<file path="src/rtl/tft_pkg.sv">
// tft_pkg: shared arbiter state encoding and requester index constants.
package tft_pkg;
  typedef enum logic [1:0] {
    TFT_ARB_IDLE  = 2'd0,
    TFT_ARB_OWN   = 2'd1,
    TFT_ARB_DRAIN = 2'd2
  } tft_arb_state_e;
  localparam int TFT_REQ_INIT = 0;
  localparam int TFT_REQ_WIN  = 1;
  localparam int TFT_REQ_PIX  = 2;
  localparam int TFT_N_REQ    = 3;
endpackage

</file>
<file path="src/rtl/tft_arb_pick.sv">
// tft_arb_pick: one-hot winner select; TFT_ARB_RR_EN selects round-robin, else fixed priority.
module tft_arb_pick
  import tft_pkg::*;
#(
  parameter int N_REQ = TFT_N_REQ,
  parameter int PW    = (N_REQ > 1) ? $clog2(N_REQ) : 1
) (
  input  logic [N_REQ-1:0] req,
  input  logic [PW-1:0]    last,
  output logic [N_REQ-1:0] gnt
);
`ifdef TFT_ARB_RR_EN
  // Nearest index after the last owner is written last, so it wins.
  always_comb begin
    gnt = '0;
    for (int k = N_REQ; k >= 1; k--)
      for (int i = 0; i < N_REQ; i++)
        if (req[i] && i == (int'(last) + k) % N_REQ) gnt = N_REQ'(1) << i;
  end
`else
  logic unused_last;
  assign unused_last = ^last;
  assign gnt = req & (~req + 1'b1);
`endif
endmodule

</file>
<file path="src/rtl/tft_arbiter.sv">
// tft_arbiter: shares the TFT byte transmitter between requesters; TFT_ARB_RR_EN enables round-robin.
module tft_arbiter
  import tft_pkg::*;
#(
  parameter int N_REQ     = TFT_N_REQ,
  parameter int DRAIN_MIN = 2
) (
  input  logic                 clk,
  input  logic                 rst,
  input  logic [N_REQ-1:0]     req,
  input  logic [N_REQ-1:0]     req_transmit,
  input  logic [N_REQ-1:0]     req_dc,
  input  logic [8*N_REQ-1:0]   req_data,
  output logic [N_REQ-1:0]     grant,
  output logic [N_REQ-1:0]     req_busy,
  input  logic                 tft_busy,
  output logic                 tft_transmit,
  output logic                 tft_dc,
  output logic [7:0]           tft_data,
  output logic                 drop_err
);
  localparam int PW = (N_REQ > 1) ? $clog2(N_REQ) : 1;
  localparam int CW = $clog2(DRAIN_MIN + 2);
  tft_arb_state_e state_q, state_d;
  logic [N_REQ-1:0] grant_q, grant_d, pick;
  logic [PW-1:0] last_q, last_d, pick_idx;
  logic [CW-1:0] cnt_q, cnt_d;
  logic tft_transmit_q, tft_transmit_d, tft_dc_q, tft_dc_d, drop_err_q, drop_err_d;
  logic [7:0] tft_data_q, tft_data_d, own_data;
  logic own_dc, owner_stb, fwd, drop, drain_done;

  tft_arb_pick #(.N_REQ(N_REQ), .PW(PW)) u_pick (.req(req), .last(last_q), .gnt(pick));

  always_comb begin
    own_data = '0;
    own_dc = 1'b0;
    pick_idx = '0;
    for (int i = 0; i < N_REQ; i++) begin
      if (grant_q[i]) begin
        own_data = req_data[8*i +: 8];
        own_dc = req_dc[i];
      end
      if (pick[i]) pick_idx = PW'(i);
    end
  end

  // A strobe is forwarded only from the owner, in OWN, with the transmitter free and no byte in flight.
  assign owner_stb  = |(req_transmit & grant_q);
  assign fwd        = state_q == TFT_ARB_OWN && owner_stb && !tft_busy && !tft_transmit_q;
  assign drop       = |(req_transmit & ~grant_q) || (owner_stb && !fwd);
  assign drain_done = !tft_busy && !tft_transmit_q && ({1'b0, cnt_q} + 1'b1) >= (CW+1)'(DRAIN_MIN);

  always_comb begin
    state_d = state_q;
    grant_d = grant_q;
    last_d = last_q;
    cnt_d = '0;
    unique case (state_q)
      TFT_ARB_IDLE: if (|req) begin
        state_d = TFT_ARB_OWN;
        grant_d = pick;
        last_d = pick_idx;
      end
      TFT_ARB_OWN: if (!(|(req & grant_q))) state_d = TFT_ARB_DRAIN;
      TFT_ARB_DRAIN: begin
        cnt_d = (cnt_q == CW'(DRAIN_MIN)) ? cnt_q : cnt_q + 1'b1;
        if (drain_done) begin
          state_d = TFT_ARB_IDLE;
          grant_d = '0;
        end
      end
      default: state_d = TFT_ARB_IDLE;
    endcase
    tft_transmit_d = fwd;
    tft_dc_d = fwd ? own_dc : tft_dc_q;
    tft_data_d = fwd ? own_data : tft_data_q;
    drop_err_d = drop_err_q | drop;
  end

  always_ff @(posedge clk or negedge rst) begin
    if (!rst) begin
      state_q <= TFT_ARB_IDLE;
      grant_q <= '0;
      last_q <= PW'(N_REQ - 1);
      cnt_q <= '0;
      tft_transmit_q <= 1'b0;
      tft_dc_q <= 1'b0;
      tft_data_q <= 8'h00;
      drop_err_q <= 1'b0;
    end else begin
      state_q <= state_d;
      grant_q <= grant_d;
      last_q <= last_d;
      cnt_q <= cnt_d;
      tft_transmit_q <= tft_transmit_d;
      tft_dc_q <= tft_dc_d;
      tft_data_q <= tft_data_d;
      drop_err_q <= drop_err_d;
    end
  end

  assign grant = grant_q;
  assign req_busy = {N_REQ{tft_busy}} | ~grant_q;
  assign tft_transmit = tft_transmit_q;
  assign tft_dc = tft_dc_q;
  assign tft_data = tft_data_q;
  assign drop_err = drop_err_q;
endmodule

</file>
<file path="config.mk">
export PLATFORM = sky130hd
export DESIGN_NAME = tft_arbiter
export DESIGN_NICKNAME = d
export VERILOG_FILES = /design/src/rtl/tft_pkg.sv /design/src/rtl/tft_arb_pick.sv /design/src/rtl/tft_arbiter.sv
export SDC_FILE = /design/constraint.sdc
export NUM_CORES = 1
export LEC_CHECK = 0
export ABC_AREA = 1
export CAP_MARGIN = 20
export CORE_ASPECT_RATIO = 1.25
export CORE_MARGIN = 2
export CORE_UTILIZATION = 29
export CTS_CLUSTER_DIAMETER = 100
export DETAILED_ROUTE_END_ITERATION = 10
export PLACE_DENSITY = 0.65
export SYNTH_ARGS = -nofsm -noshare
export SYNTH_HDL_FRONTEND = slang
export SYNTH_HIERARCHICAL = 1
export SYNTH_SLANG_ARGS = --single-unit
</file>
<file path="constraint.sdc">
create_clock -name clk -period 2.3 [get_ports clk]
set_clock_uncertainty 0.05 [all_clocks]
set_input_delay 0.46 -clock clk [delete_from_list [all_inputs] [get_ports clk]]
set_output_delay 0.46 -clock clk [all_outputs]
set_load 0.05 [all_outputs]
</file>
==> qor.yml <==
run_status: "complete, no violations"
fp.dieW_um: 59.1
fp.dieH_um: 72.9
worst_pin_slew_ns: 0.523
num_vias: 1135
rrSetupSlack_ns: 0.82
multi_input_area_um2: 559
timing.setup.tns_ns: 0
power_uw: 2140
syn-cell-area_um2: 1100
grt_max_degree: 19
slowest_stage: "clkdlybuf4s50_1"
fill_cells: 378
grt_use_total_pct: 14.9
path_buf_inv: 1
place.gp.congestion: 0.766
final_cell_mix: "nand2_1 (54), clkdlybuf4s50_1 (46), a21oi_1 (20)"
p_leak_uw: 0.000822
worstHoldEndpoint: "cnt_q[0]"
period_minus_slack_ns: 1.97
drv_slew: 0
critPathMaxStageDelay_ns: 0.81
grt_pass1_vias: 1070
routed_wl_mm: 3.10
vias_per_cell: 4.61
port_buffers: 52
cts_tree: "yes"
worstHoldPathType: "reg -> reg"
crit_chain: "clkdlybuf4s50_1"
critical_path_required_ns: 1.79
hp-start: "cnt_q[0]"
io_pins: 53
min_period_over_period_pct: 85.7
dieArea_um2: 4300
final_nets: 245
dr.pass1.iters: 4
utilization_pct: 46.5
htreeDepth: 1
crit_path_start: "tft_transmit"
worst_r2r_path_depth: 5
grt_pass1_wl_mm: 4.83
syn_inst: 153
n_antenna_cell: 0
worst_skew_pair.late_latency_ns: 0.26
setup_violations: 0
start_util_pct: 29.5
num_rows: 25
hpwlAfterDp_mm: 2.32
synthToLayoutAreaGrowth_pct: 57.2
core_um2: 3720
cp-end-kind: "output pin"
clkTransAtPathRegs_ns: 0.07
hold_depth: 1
power_density_nw_per_um2: 1240
synth_nets: 191
post_cts_resize_count: 0
cp_top_family: "buffers and inverters"
ir_drop_mv: 0.637
clkSinkCount: 18
cts_setup_buffers: 0
ys_warn_count: 6
cts_buffers: 3
max_freq_mhz: 507
drc_errors: 0
antenna_found_initial: 0
rr_endpoint: "tft_data[4]"
start_kind: "flop"
grt_remaining_overflow: 0
max-slew-margin-rel_pct: 65.0
drv_cap: 0
syn_area_per_cell_um2: 7.19
criticalPathCategory: "reg -> out"
clock_path_buffers: 2
wire_per_inst_um: 12.6
worstPathArrival_ns: 1.46
drive_above_1_share_pct: 10.7
ctsHoldBuffers: 0
root_buffer: "clkbuf_8"
rsz0062_at_grt: "no"
critPathMaxFanout: 2
ff_latch_area_um2: 450
layout_commonest_cell: "nand2_1"
drtIter0Drc: 91
crit-reg2reg-launch: "grant[1]"
antenna_left: 0
hold_viol: 0
-- report_power, final --
part	total [µW]	switching (µW)	leakage, µW	internal [µW]
Sequential	603	157	0.000232	446
Clock	266	113	0.0000288	152
Combinational	1270	799	0.000561	476
-- worst max-delay path by stage --
stage / to / slack, ns / cells past startpoint
after floorplan: req_busy[1] / 0.53 / 2
after global placement: req_busy[1] / 0.47 / 4
after detailed placement: req_busy[1] / 0.46 / 4
after CTS: tft_transmit / 0.32 / 1
after global routing: tft_transmit / 0.28 / 1
final: tft_transmit / 0.33 / 1
-- metrics by stage --
stage / hold WS (ns) / instances / setup slack, ns / cell area, µm²
floorplan: 0.114 / 153 / 0.529 / 1100
global placement: 0.396 / 242 / 0.475 / 1670
detailed placement: 0.401 / 242 / 0.462 / 1670
CTS: 0.411 / 246 / 0.323 / 1730
global route: 0.429 / 246 / 0.283 / 1730
finish: 0.411 / 246 / 0.328 / 1730
-- state kept, by name, summed over array words and instances (netlist names) --
name	count
cnt_q	2
state_q	2
grant	3
drop_err	1
tft_dc	1
tft_data	8
tft_transmit	1
-- metal layers --
metal | vias up | track usage (%) | part of all wire [%]
met1 | 495 | 18.4 | 43
met2 | 39 | 24.9 | 50
met5 | - | 0 | 0
met4 | 0 | 6.57 | 2.8
met3 | 9 | 2.84 | 4.6
li1 | 592 | - | -
-- layout make-up --
class,instances,area share [%]
clock buffers,4,3.18
flip-flops and latches,18,26.0
inverters,15,3.26
repair buffers,54,32.3
multi-input cells,115,32.3
well taps,40,2.89
Note: power is estimated with default switching activity, not from simulation.
